[config.mk]
export PLATFORM = sky130hd
export DESIGN_NAME = fifo_stream_reader_flat
export DESIGN_NICKNAME = d
export VERILOG_FILES = /design/src/rtl/fifo_pkg.sv /design/src/rtl/fifo_stream_reader_if.sv /design/src/rtl/skid_buf2.sv /design/src/rtl/fifo_stream_reader.sv /design/src/flat_wrapper.sv
export SDC_FILE = /design/constraint.sdc
export NUM_CORES = 1
export LEC_CHECK = 0
export CORE_MARGIN = 5
export CORE_UTILIZATION = 49
export CTS_BUF_LIST = sky130_fd_sc_hd__clkbuf_16
export DETAILED_ROUTE_END_ITERATION = 10
export GPL_ROUTABILITY_DRIVEN = 0
export GPL_TIMING_DRIVEN = 0
export PLACE_DENSITY = 0.79
export SYNTH_ARGS = -nofsm -noshare
export SYNTH_HDL_FRONTEND = slang
export SYNTH_HIERARCHICAL = 1
export SYNTH_SLANG_ARGS = --single-unit
[constraint.sdc]
create_clock -name clk -period 2.7 [get_ports clk]
set_input_delay 0.27 -clock clk [delete_from_list [all_inputs] [get_ports clk]]
set_output_delay 0.27 -clock clk [all_outputs]
set_load 0.02 [all_outputs]
[src/rtl/fifo_pkg.sv]
`default_nettype none
// +----------------------------------------------------------------------------+
// | fifo_pkg                                                                   |
// | Constants shared by the fifo_sync drain-side adapter and its skid buffer.  |
// | Revision: 1.0                                                              |
// +----------------------------------------------------------------------------+
package fifo_pkg;

  localparam int c_SKID_DEPTH      = 2;
  localparam int c_OCC_WIDTH       = 2;
  localparam int c_FIFO_RD_LATENCY = 1;

  typedef logic [c_OCC_WIDTH-1:0] occ_t;

endpackage
`default_nettype wire

[src/rtl/fifo_stream_reader_if.sv]
`default_nettype none
// +----------------------------------------------------------------------------+
// | fifo_stream_reader_if                                                      |
// | FIFO read port plus valid/ready output stream of the stream reader.        |
// | Revision: 1.0                                                              |
// +----------------------------------------------------------------------------+
interface fifo_stream_reader_if #(
  parameter int DATA_WIDTH = 8
);

  logic                  fifo_empty;
  logic [DATA_WIDTH-1:0] fifo_dout;
  logic                  fifo_rd_en;
  logic                  m_valid;
  logic [DATA_WIDTH-1:0] m_data;
  logic                  m_ready;

  // master: the reader itself; slave: the FIFO and downstream consumer side
  modport master (
    input  fifo_empty,
    input  fifo_dout,
    input  m_ready,
    output fifo_rd_en,
    output m_valid,
    output m_data
  );

  modport slave (
    output fifo_empty,
    output fifo_dout,
    output m_ready,
    input  fifo_rd_en,
    input  m_valid,
    input  m_data
  );

endinterface
`default_nettype wire

[src/rtl/skid_buf2.sv]
`default_nettype none
// +----------------------------------------------------------------------------+
// | skid_buf2                                                                  |
// | Two-entry register FIFO absorbing the latency of a registered-output source.|
// | Revision: 1.0                                                              |
// +----------------------------------------------------------------------------+
module skid_buf2
  import fifo_pkg::*;
#(
  parameter int DATA_WIDTH = 8
) (
  input  logic                  clk,
  input  logic                  rst_n,
  input  logic                  push,
  input  logic                  pop,
  input  logic [DATA_WIDTH-1:0] din,
  output logic [DATA_WIDTH-1:0] dout,
  output occ_t                  occ
);

  localparam occ_t c_FULL = occ_t'(c_SKID_DEPTH);

  logic [DATA_WIDTH-1:0] r_head;
  logic [DATA_WIDTH-1:0] r_tail;
  occ_t                  r_occ;

  always_ff @(posedge clk or negedge rst_n) begin
    if (!rst_n) begin
      r_head <= '0;
      r_tail <= '0;
      r_occ  <= '0;
    end else begin
      case ({push, pop})
        2'b10: begin
          if (r_occ == '0) begin
            r_head <= din;
          end else begin
            r_tail <= din;
          end
          r_occ <= r_occ + occ_t'(1);
        end
        2'b01: begin
          r_head <= r_tail;
          r_occ  <= r_occ - occ_t'(1);
        end
        2'b11: begin
          // Occupancy is unchanged; only the contents shift toward the head.
          if (r_occ == c_FULL) begin
            r_head <= r_tail;
            r_tail <= din;
          end else begin
            r_head <= din;
          end
        end
        default: ;
      endcase
    end
  end

  assign dout = r_head;
  assign occ  = r_occ;

endmodule
`default_nettype wire

[src/rtl/fifo_stream_reader.sv]
`default_nettype none
// +----------------------------------------------------------------------------+
// | fifo_stream_reader                                                         |
// | Drives fifo_sync reads and presents the words as a valid/ready stream.     |
// | Revision: 1.0                                                              |
// +----------------------------------------------------------------------------+
module fifo_stream_reader
  import fifo_pkg::*;
#(
  parameter int DATA_WIDTH = 8,
  parameter int CNT_WIDTH  = 16
) (
  input  logic                 clk,
  input  logic                 rst_n,
  input  logic                 en,
  fifo_stream_reader_if.master bus,
  output logic [CNT_WIDTH-1:0] xfer_count,
  output logic                 busy
);

  // Wide enough for a full skid buffer plus every outstanding read.
  localparam int c_PEND_W = $clog2(c_SKID_DEPTH + c_FIFO_RD_LATENCY + 1);

  logic                  r_inflight;
  logic [CNT_WIDTH-1:0]  r_xfer_count;
  occ_t                  w_occ;
  logic [DATA_WIDTH-1:0] w_head;
  logic                  w_valid;
  logic                  w_pop;
  logic                  w_rd_en;
  logic [c_PEND_W-1:0]   w_pending;

  always_comb begin
    w_valid   = (w_occ != '0);
    w_pop     = w_valid && bus.m_ready;
    // Words the buffer will hold after this edge if no new read is issued.
    w_pending = c_PEND_W'(w_occ) + c_PEND_W'(r_inflight) - c_PEND_W'(w_pop);
    w_rd_en   = en && !bus.fifo_empty && (w_pending < c_PEND_W'(c_SKID_DEPTH));
  end

  always_ff @(posedge clk or negedge rst_n) begin
    if (!rst_n) begin
      r_inflight   <= 1'b0;
      r_xfer_count <= '0;
    end else begin
      r_inflight <= w_rd_en;
      if (w_pop) begin
        r_xfer_count <= r_xfer_count + CNT_WIDTH'(1);
      end
    end
  end

  skid_buf2 #(
    .DATA_WIDTH (DATA_WIDTH)
  ) u_skid (
    .clk   (clk),
    .rst_n (rst_n),
    .push  (r_inflight),
    .pop   (w_pop),
    .din   (bus.fifo_dout),
    .dout  (w_head),
    .occ   (w_occ)
  );

  assign bus.fifo_rd_en = w_rd_en;
  assign bus.m_valid    = w_valid;
  assign bus.m_data     = w_head;
  assign xfer_count     = r_xfer_count;
  assign busy           = r_inflight || w_valid;

endmodule
`default_nettype wire

[src/flat_wrapper.sv]
// flat-port wrapper written by rule: the top's interface ports become plain ports
module fifo_stream_reader_flat import fifo_pkg::*;
#(
  parameter int DATA_WIDTH = 8,
  parameter int CNT_WIDTH  = 16
)
  (clk, rst_n, en, xfer_count, busy, bus_fifo_empty, bus_fifo_dout, bus_m_ready, bus_fifo_rd_en, bus_m_valid, bus_m_data);
  fifo_stream_reader_if #(.DATA_WIDTH(DATA_WIDTH)) bus_i ();
  input  logic clk;
  input  logic rst_n;
  input  logic en;
  output logic [CNT_WIDTH-1:0] xfer_count;
  output logic busy;
  input wire logic [$bits(bus_i.fifo_empty)-1:0] bus_fifo_empty;
  input wire logic [$bits(bus_i.fifo_dout)-1:0] bus_fifo_dout;
  input wire logic [$bits(bus_i.m_ready)-1:0] bus_m_ready;
  output wire logic [$bits(bus_i.fifo_rd_en)-1:0] bus_fifo_rd_en;
  output wire logic [$bits(bus_i.m_valid)-1:0] bus_m_valid;
  output wire logic [$bits(bus_i.m_data)-1:0] bus_m_data;
  assign bus_i.fifo_empty = bus_fifo_empty;
  assign bus_i.fifo_dout = bus_fifo_dout;
  assign bus_i.m_ready = bus_m_ready;
  assign bus_fifo_rd_en = bus_i.fifo_rd_en;
  assign bus_m_valid = bus_i.m_valid;
  assign bus_m_data = bus_i.m_data;
  fifo_stream_reader #(.DATA_WIDTH(DATA_WIDTH), .CNT_WIDTH(CNT_WIDTH)) u_core (.clk(clk), .rst_n(rst_n), .en(en), .bus(bus_i), .xfer_count(xfer_count), .busy(busy));
endmodule
-- Word-level counts from Yosys, hierarchy flattened
Index checks and enable logic that the tools add are counted.
- bits in registers: 35
- logic and storage cells: 37
- $add $sub $neg: 5
- $lt $le $gt $ge: 1
- eq/ne operators: 7
- multiplexer cells: 7
- reductions and logical operators: 12
- operators by type and width (operator ; count):
    2-to-1 mux 8 bit ; 4
    case mux 8 bit (3 select lines) ; 1
    adder 16 x 1 -> 16 bit, second input constant ; 1
    case mux 8 bit (2 select lines) ; 1
    == test 2 bit, second input constant ; 3
    != test 2 bit, second input constant ; 3
    nonzero test 2 bit ; 3
    case mux 2 bit (2 select lines) ; 1
    logical AND 1 bit ; 3
    AND reduction 3 bit ; 1
    nonzero test 3 bit ; 1
    adder 2 x 1 -> 2 bit ; 1
    adder 2 x 1 -> 2 bit, second input constant ; 1
    == test 2 x 1 -> 1 bit, second input constant ; 1
    logical NOT 2 bit ; 1
    < comparator 2 bit, second input constant ; 1
    AND reduction 2 bit ; 1
    subtractor 2 x 1 -> 2 bit ; 1
    subtractor 2 x 1 -> 2 bit, second input constant ; 1
    logical NOT 1 bit ; 1
    logical OR 1 bit ; 1

-- Depth between registers and ports, before layout
Gate-level depths: netlist of the first run.
- depth in word-level cells: 5
- gate-level depth with buffers: 9
- mapped depth without buffers: 7

-- Modules after synthesis
Netlist of the first run, hierarchy kept.
- modules (own cells, without submodules) (module ; times used ; cells an instance ; area an instance (um^2) ; seq. area each (um^2)):
    skid_buf2 ; 1 ; 83 ; 900.9 ; 450.4
    fifo_stream_reader ; 1 ; 72 ; 785.8 ; 425.4

-- Worst setup path before layout of the first run
Ideal clock, no wire load.
- path kind: register -> output
- start point: register u_core.u_skid.r_occ[1], in the netlist u_core/u_skid/occ[1]
- end point: output bus_fifo_rd_en
- arrival time: 2.139 ns
- setup slack: 0.291 ns
- stages on the path, launching flop included: 7
- cell sequence: dfrtp_1 o21ai_0 inv_1 ha_1 nor2b_1 xnor2_1 nor3b_1
- word-level cells in the longest chain between the ends: 5
- elaborated cells between the ends (all ways): 6
- classes of those cells: add/sub (2); order compare (1); reduce/logical (3)
- ends and longest elaborated chain (item ; line ; source):
    start, declared ; skid_buf2.sv:25 ; occ_t r_occ;
    start signal, assigned ; skid_buf2.sv:40 ; r_occ <= r_occ + occ_t'(1);
    start signal, assigned ; skid_buf2.sv:44 ; r_occ <= r_occ - occ_t'(1);
    nonzero test 2 bit ; fifo_stream_reader.sv:34 ; w_valid = (w_occ != '0);
    logical AND 1 bit ; fifo_stream_reader.sv:35 ; w_pop = w_valid && bus.m_ready;
    net u_core.w_pop ; fifo_stream_reader.sv:29 ; logic w_pop;
    subtractor 2 x 1 -> 2 bit ; fifo_stream_reader.sv:37 ; w_pending = c_PEND_W'(w_occ) + c_PEND_W'(r_inflight) - c_PEND_W'(w_pop);
    < comparator 2 bit ; fifo_stream_reader.sv:38 ; w_rd_en = en && !bus.fifo_empty && (w_pending < c_PEND_W'(c_SKID_DEPTH));
    logical AND 1 bit ; fifo_stream_reader.sv:38 ;
    end, declared ; flat_wrapper.sv:17 ; output wire logic [$bits(bus_i.fifo_rd_en)-1:0] bus_fifo_rd_en;
The timed path passes the listed nets, and every way through them passes these cells.

-- Final worst setup path of the first run
Ends and elaborated chain as after synthesis.

==> impl_metrics.yaml, run 1 <==
placement:
  io_buffers: 39
  dp_hpwl_um: 2670
  pre_cts_slack_ps: -342
clock_network:
  clkTransAtPathRegs_ps: 50
  cts.sinks: 35
  clkLatencyLatePin_ps: 270
  htree_levels: 2
  cts_setup_buffers: 0
  cts_tree: "built"
  cts_buffers: 5
  clockBufferDepth: 2
  cts_hold_buf: 0
  cts_root_buf: "clkbuf_16"
route:
  wl_per_cell_um: 15.2
  ant_nets: 0
  drt-total-wl_um: 3770
  vias: 1302
  viasPerCell: 5.25
  drt_pre_antenna_iters: 4
  drtIter0Drc: 115
  drc_errors: 0
grt:
  gr-usage-met3: 0.0729
  grt_max_degree: 36
  use_met1: 0.210
  grt_overflow_total: 0
  antenna_found_initial: 0
  grt_first_pass_wirelength_um: 6250
  busiest_layer: "met2"
  grt_usage: 0.181
  use_met2: 0.302
  grt_pass1_vias: 1366
timing:
  maxSlewViolCount: 0
  fin_setup_tns_ps: 0
  rsz0062_at_grt: "false"
  setup_ws_ps: 150
  finalSetupViolations: 0
  hold_viol_final: 0
  fmax_mhz: 392
  skew_ps: 2.49
  period_needed_ps: 2550
  period_share: 0.944
  relSlewSlack: 0.498
  tightest_slew_ps: 754
layout:
  areaGrowthSynthToFinish_pct: 35.1
  antenna_cells: 0
  final_core_util: 0.683
  drive_above_1_share: 0.0941
  fin_nets: 219
synthesis:
  ys_dominant_reg_cell: "dfrtp_1"
  ys_async_sr_fraction: 1.00
  seq_area_frac_synth: 0.519
  yosys_register_bits: 35
  synth_top_cell_by_area: "dfrtp_1"
  yosys-top-cells-area: "dfrtp_1, xnor2_1, mux2_1"
  avgSynthCellArea_um2: 10.9
  synth_edf_count: 0
  synth_most_common_cell: "dfrtp_1"
  ys_warn_count: 6
  yosys.area.top_type_share: 0.519
  synth_common_cells: "dfrtp_1, nand3_1, xnor2_1"
  syn_area_um2: 1690
  yosysUniqueCellTypes: 34
  syn_inst: 155
  synth_nets: 173
power_and_ir_drop:
  p_total_mw: 2.55
  ir_drop_uv: 782
  p_leak_nw: 0.984
  cellPowerDensity_nw_per_um2: 1120
worst_setup_path:
  r2r_start: "u_core/u_skid/occ[1]"
  worstSetupStartpointType: "flip-flop"
  critPathArrivalTime_ps: 2280
  cp_max_fo: 11
  crit_start: "u_core/u_skid/occ[1]"
  cp.required_ps: 2430
  reg2reg_slack_ps: 490
  cp-endpoint: "bus_fifo_rd_en"
  reg2regPathDepth: 8
  reg2reg_to: "u_core/u_skid/dout[5]"
  critPathKind: "flip-flop to primary output"
  end_kind: "primary output"
die:
  dieArea_um2: 4720
  die_y_um: 68.7
  rows: 21
  die_w_um: 68.7
  core-area_um2: 3340
  start_util: 0.505
  ios: 40
hold_path:
  hp-class: "input port to async pin"
outcome:
  outcome: "completed"
flow_run:
  drv_cap: 0
[layer usage]
| layer | wire length, um | part of all wire |
|---|---|---|
| met5 | 0 | 0 |
| met4 | 28 | 0.0074 |
| met3 | 273 | 0.072 |
| met2 | 1870 | 0.50 |
| met1 | 1600 | 0.42 |
[state kept, by name (all words and copies together), names as in the netlist]
name and flops:
u_core/r_inflight 1, u_core/u_skid/dout 8, u_core/xfer_count 16, u_core/u_skid/r_tail 8, u_core/u_skid/occ 2
[power breakdown]
| group | total [mW] | switching (mW) | internal (mW) | leakage, nW |
|---|---|---|---|---|
| clock | 0.530 | 0.198 | 0.333 | 0.0762 |
| sequential | 0.897 | 0.173 | 0.723 | 0.429 |
| combinational | 1.12 | 0.567 | 0.555 | 0.479 |
[cells in the final DEF (no fill, tap or decap), drive strengths merged, types with 2 or more instances in the layout]
master | netlist | routed
a21oi | 8 | 8
a31oi | 8 | 8
buf | 6 | 7
clkbuf | 1 | 6
clkdlybuf4s50 | 0 | 37
dfrtp | 35 | 35
ha | 5 | 5
inv | 6 | 8
mux2 | 8 | 8
nand2 | 6 | 6
nand3 | 16 | 16
nor2 | 8 | 8
nor3 | 3 | 3
o2111ai | 2 | 2
o21ai | 10 | 10
or3 | 2 | 2
xnor2 | 14 | 14
xor2 | 6 | 6
[kinds of logic (layout without fill, tap and decap cells)]
group / after synthesis / in the layout / synth area share
buffers and inverters: 13 / 60 / 0.0408
AO/OA/AOI/OAI: 29 / 29 / 0.105
XOR/XNOR: 20 / 20 / 0.104
adder cells (fa/ha/maj): 5 / 5 / 0.0371
AND/OR/NAND/NOR: 45 / 45 / 0.141
multiplexers: 8 / 8 / 0.0534
flip-flops: 35 / 35 / 0.519
[worst min-delay path by stage]
stage / slack (ps) / end / cells past startpoint / startpoint
floorplan: -30 / u_core/r_inflight / 0 / rst_n
global placement: 460 / u_core/xfer_count[15] / 1 / u_core/xfer_count[15]
detailed placement: 380 / u_core/u_skid/dout[6] / 1 / rst_n
CTS: 90 / u_core/u_skid/dout[6] / 1 / rst_n
global route: 130 / u_core/u_skid/r_tail[3] / 1 / rst_n
finish: 60 / u_core/u_skid/r_tail[3] / 1 / rst_n
[area by class of cell]
type,instances,area (um2)
Tap cell,46,57.6
Clock inverter,3,12.5
Sequential cell,35,877
Inverter,6,22.5
Buffer,7,46.3
Timing Repair Buffer,39,384
Multi-Input combinational cell,107,753
Fill cell,264,1060
Clock buffer,5,125
[worst max-delay path, cell delays in order (launching register included)]
cell and delay [ps]:
dfrtp_2 510, o21ai_4 240, inv_1 140, ha_1 290, nor2b_1 140, xnor2_1 70, nor3b_1 230, dlygate4sd2_1 370
[repair_timing]
action,4_1_cts,5_1_grt
resized for setup,4,1
endpoints found under the setup margin,1,1
gates cloned,0,0
[through the flow]
step	cells	area, um2	hold slack [ps]
2_1_floorplan	155	1690	-25.6
6_report	248	2280	62.6
4_1_cts	248	2280	93.8
5_1_grt	248	2280	127
3_3_place_gp	240	2130	459
3_5_place_dp	240	2130	383
(Power assumes the default switching activity.)
==> run 2: changes to the inputs <==
--- a/config.mk
+++ b/config.mk
@@ -5,6 +5,7 @@
 export SDC_FILE = /design/constraint.sdc
 export NUM_CORES = 1
 export LEC_CHECK = 0
+export CAP_MARGIN = 15
 export CORE_MARGIN = 5
 export CORE_UTILIZATION = 49
 export CTS_BUF_LIST = sky130_fd_sc_hd__clkbuf_16
@@ -12,6 +13,7 @@
 export GPL_ROUTABILITY_DRIVEN = 0
 export GPL_TIMING_DRIVEN = 0
 export PLACE_DENSITY = 0.79
+export SLEW_MARGIN = 20
 export SYNTH_ARGS = -nofsm -noshare
 export SYNTH_HDL_FRONTEND = slang
 export SYNTH_HIERARCHICAL = 1
==> impl_metrics.yaml, run 2 (same netlist as run 1, synthesis figures left out) <==
outcome:
  outcome: "completed"
layout:
  antenna_cells: 0
  largest_reg_flops: 16
  final_common_cell: "clkdlybuf4s50_1"
  final_cell_mix: "clkdlybuf4s50_1, dfrtp_1, nand3_1, xnor2_1"
  fin_nets: 221
  final_core_util: 0.700
  areaGrowthSynthToFinish_pct: 38.5
  drive_above_1_share: 0.113
timing:
  finalSetupViolations: 0
  rsz0062_at_grt: "false"
  skew_ps: 4.92
  period_share: 0.899
  fmax_mhz: 412
  tightest_slew_ps: 444
  maxSlewViolCount: 0
  period_needed_ps: 2430
  hold-worst-slack_ps: 369
  setup_ws_ps: 272
  hold_viol_final: 0
  relSlewSlack: 0.704
power_and_ir_drop:
  p_total_mw: 2.68
  p_leak_nw: 1.00
  ir_drop_uv: 707
  cellPowerDensity_nw_per_um2: 1150
clock_network:
  cts_root_buf: "clkbuf_16"
  clockBufferDepth: 2
  htree_levels: 2
  cts_tree: "built"
  cts.sinks: 35
  clkTransAtPathRegs_ps: 50
  cts_buffers: 5
  clkLatencyLatePin_ps: 280
  cts_setup_buffers: 0
hold_path:
  hp-class: "input port to async pin"
worst_setup_path:
  crit_family: "flip-flops"
  worstSetupStartpointType: "flip-flop"
  cp_slowest_cell: "dfrtp_2"
  slowest_delay_ps: 500
  r2r_start: "u_core/u_skid/occ[1]"
  cp.required_ps: 2430
  cp_num_buf_inv: 2
  crit_start: "u_core/u_skid/occ[1]"
  critPathKind: "flip-flop to primary output"
  end_kind: "primary output"
  path_cells: "o21ai_4, inv_1, ha_1, nor2b_1, xnor2_1, nor3b_1, clkbuf_2"
  critPathArrivalTime_ps: 2160
  cp_max_fo: 11
route:
  dr_wl_met2_um: 1890
  drt_pre_antenna_iters: 4
  viasPerCell: 5.34
  drtIter0Drc: 68
  ant_nets: 0
  vias: 1336
  drc_errors: 0
  top_layer_used: "met4"
  wl_met1_um: 1610
  wl_per_cell_um: 15.2
  drt-total-wl_um: 3800
  wl_met3_um: 244
placement:
  pre_cts_slack_ps: -294
  io_buffers: 39
  dp_hpwl_um: 2730
die:
  dieArea_um2: 4720
  rows: 21
  ios: 40
  core-area_um2: 3340
  die_w_um: 68.7
  start_util: 0.505
  die_y_um: 68.7
flow_run:
  drv_cap: 0
grt:
  grt_pass1_vias: 1438
  grt_overflow_total: 0
  grt_usage: 0.189
  grt_max_degree: 31
  grt_first_pass_wirelength_um: 6470
  antenna_found_initial: 0
-- run 2: cell types whose count changed in the layout (fill, tap and decap cells not counted), sizes merged --
cell / before / now
clkinv: 1 / 2
buf: 7 / 8
dlygate4sd3: 0 / 1
dlygate4sd2: 1 / 0
inv: 8 / 6
clkbuf: 6 / 7
bufinv: 0 / 1
-- run 2: what timing repair did --
item | in CTS | in global routing
hold buffers | 1 | 0
cloned | 0 | 0
endpoints found under the hold margin | 5 | 0
endpoints found under the setup margin | 1 | 1
gates resized for setup | 4 | 4
-- run 2: routing by layer --
metal,vias up,track usage
met5,-,0
met2,40,0.303
met4,0,0.0844
met1,655,0.221
met3,7,0.0762
li1,634,-
-- run 2: final timing paths --
path                                                end  slack [ps]  cells past startpoint
worst max-delay path                     bus_fifo_rd_en         270                      7
worst min-delay path            u_core/u_skid/r_tail[6]         370                      2
worst max register to register    u_core/u_skid/dout[3]         490                      8
worst min register to register  u_core/u_skid/r_tail[7]         480                      1
max in group asynchronous          u_core/u_skid/occ[1]        1930                      3
min in group clk                u_core/u_skid/r_tail[7]         480                      1
-- run 2: final cells by class --
cell class | count | area, um2
multi-input combinational | 107 | 753
tap | 46 | 57.6
clock inverter | 3 | 43.8
fill | 254 | 1000
inverter | 6 | 22.5
timing repair buffer | 41 | 410
buffer | 7 | 46.3
sequential | 35 | 877
clock buffer | 5 | 125
-- run 2: power breakdown --
group          total [mW]  internal (mW)  switching [mW]  leakage [nW]
sequential          0.899          0.723           0.176         0.429
combinational        1.13          0.558           0.571         0.490
clock               0.652          0.435           0.217        0.0838
total                2.68           1.72           0.964          1.00
-- run 2: worst reg2reg max path: stages (launching register included) --
cell and delay, ps:
dfrtp_2 500, o21ai_4 250, inv_1 160, ha_1 210, clkbuf_1 230, nand2b_1 130
buf_1 300, nand3_1 160, a31oi_2 200
-- run 2: per-stage QoR --
stage / TNS [ps] / instances / instance area, um2
2_1_floorplan: 0 / 155 / 1690
3_3_place_gp: -266 / 240 / 2130
3_5_place_dp: -294 / 241 / 2150
4_1_cts: 0 / 250 / 2340
5_1_grt: 0 / 250 / 2340
6_report: 0 / 250 / 2340
==> run 3: changes to the inputs <==
--- a/config.mk
+++ b/config.mk
@@ -7,12 +7,12 @@
 export LEC_CHECK = 0
 export CAP_MARGIN = 15
 export CORE_MARGIN = 5
-export CORE_UTILIZATION = 49
+export CORE_UTILIZATION = 53
 export CTS_BUF_LIST = sky130_fd_sc_hd__clkbuf_16
 export DETAILED_ROUTE_END_ITERATION = 10
 export GPL_ROUTABILITY_DRIVEN = 0
 export GPL_TIMING_DRIVEN = 0
-export PLACE_DENSITY = 0.79
+export PLACE_DENSITY = 0.84
 export SLEW_MARGIN = 20
 export SYNTH_ARGS = -nofsm -noshare
 export SYNTH_HDL_FRONTEND = slang
==> constraint.sdc (replaced) <==
create_clock -name clk -period 2.9 [get_ports clk]
set_input_delay 0.29 -clock clk [delete_from_list [all_inputs] [get_ports clk]]
set_output_delay 0.29 -clock clk [all_outputs]
set_load 0.02 [all_outputs]
==> impl_metrics.yaml, run 3 (same netlist as run 1, synthesis figures left out) <==
worst_setup_path:
  cp.required_ps: 2610
  cp_max_fo: 11
  reg2regPathDepth: 9
  critPathKind: "flip-flop to primary output"
  critPathArrivalTime_ps: 2390
  end_kind: "primary output"
  worstSetupStartpointType: "flip-flop"
route:
  drtIter0Drc: 123
  viasPerCell: 5.50
  drt-total-wl_um: 3780
  ant_nets: 0
  drc_errors: 0
  drt_pre_antenna_iters: 4
  wl_per_cell_um: 15.3
  vias: 1364
hold_path:
  hp-class: "input port to async pin"
clock_network:
  htree_levels: 2
  clockBufferDepth: 2
  clkTransAtPathRegs_ps: 50
  clkLatencyLatePin_ps: 280
  cts_root_buf: "clkbuf_16"
  cts_setup_buffers: 0
  cts.sinks: 35
  cts_tree: "built"
  cts_buffers: 5
power_and_ir_drop:
  p_leak_nw: 0.991
  cellPowerDensity_nw_per_um2: 1030
  ir_drop_uv: 810
timing:
  relSlewSlack: 0.708
  rsz0062_at_grt: "false"
  tightest_slew_ps: 438
  period_share: 0.925
  period_needed_ps: 2680
  fmax_mhz: 373
  fin_setup_tns_ps: 0
  skew_ps: 4.27
  finalSetupViolations: 0
  hold-worst-slack_ps: 470
  hold_viol_final: 0
  maxSlewViolCount: 0
die:
  rows: 20
  die_y_um: 66.4
  ios: 40
  start_util: 0.552
  core-area_um2: 3050
  dieArea_um2: 4410
  die_w_um: 66.4
flow_run:
  drv_cap: 0
layout:
  drive_above_1_share: 0.103
  fin_nets: 221
  antenna_cells: 0
  areaGrowthSynthToFinish_pct: 37.5
  final_cells: 248
  final_cell_mix: "clkdlybuf4s50_1, dfrtp_1, nand3_1, xnor2_1"
  largest_reg_flops: 16
  final_common_cell: "clkdlybuf4s50_1"
grt:
  grt_overflow_total: 0
  grt_usage: 0.193
  grt_first_pass_wirelength_um: 6430
  grt_pass1_vias: 1427
  antenna_found_initial: 0
  grt_max_degree: 23
outcome:
  outcome: "completed"
placement:
  dpl.cell_count: 239
  io_buffers: 39
  dp_hpwl_um: 2700
[run 3: cell count changes in the layout (fill, tap and decap cells not counted), sizes merged]
| cell | delta |
|---|---|
| bufinv | -1 |
| dlygate4sd2 | +1 |
| clkinvlp | +2 |
| clkbuf | -1 |
| clkinv | -1 |
[run 3: critical path, cell delays in order, from the launching register on]
cell and delay, ps:
dfrtp_1 530, o21ai_4 280, inv_1 160, ha_1 300, nor2b_1 150, xnor2_1 80, nor3b_1 240, dlygate4sd2_1 370
[run 3: final timing paths]
kind | endpoint | start | slack, ps
worst max-delay path | bus_fifo_rd_en | u_core/u_skid/occ[1] | 220
worst min-delay path | u_core/u_skid/r_tail[2] | rst_n | 470
worst max register to register | u_core/u_skid/dout[0] | u_core/u_skid/occ[1] | 620
worst min register to register | u_core/u_skid/r_tail[5] | u_core/u_skid/r_tail[5] | 480
max in group asynchronous | u_core/xfer_count[13] | rst_n | 2010
min in group clk | u_core/u_skid/r_tail[5] | u_core/u_skid/r_tail[5] | 480
[run 3: layout make-up]
class	count	area (um2)
plain buffers	7	46.3
clock buffers	5	125
clock inverters	3	20.0
fillers	224	733
inverters	6	22.5
multi-input cells	107	753
flip-flops and latches	35	876
well taps	44	55.1
repair buffers	41	422
[run 3: layer usage]
layer | vias to the layer above | part of all wire | global-route usage | wire length [um]
li1 | 639 | - | - | -
met1 | 649 | 0.43 | 0.223 | 1610
met2 | 67 | 0.49 | 0.318 | 1840
met3 | 9 | 0.068 | 0.0663 | 256
met4 | 0 | 0.018 | 0.0888 | 68
met5 | - | 0 | 0 | 0
[run 3: stage by stage]
stage               setup WS (ps)  instance area (um2)   util  power [mW]
finish                        217                 2320  0.760        2.40
global route                 24.2                 2320  0.760        2.56
CTS                           168                 2310  0.757        2.41
detailed placement           -171                 2150  0.706        1.87
global placement            -83.2                 2130  0.698        1.83
floorplan                     471                 1690      -        1.48
[run 3: where the power goes]
| part | leakage [nW] | switching (mW) | internal, mW |
|---|---|---|---|
| clock | 0.0658 | 0.199 | 0.316 |
| combinational | 0.496 | 0.528 | 0.519 |
| sequential | 0.430 | 0.167 | 0.671 |
| total | 0.991 | 0.894 | 1.51 |
[run 3: what timing repair did]
action / 4_1_cts / 5_1_grt
hold endpoints to repair: 13 / 0
pin swaps: 0 / 0
setup endpoints to repair: 1 / 1
resized for setup: 3 / 1
hold buffers: 1 / 0
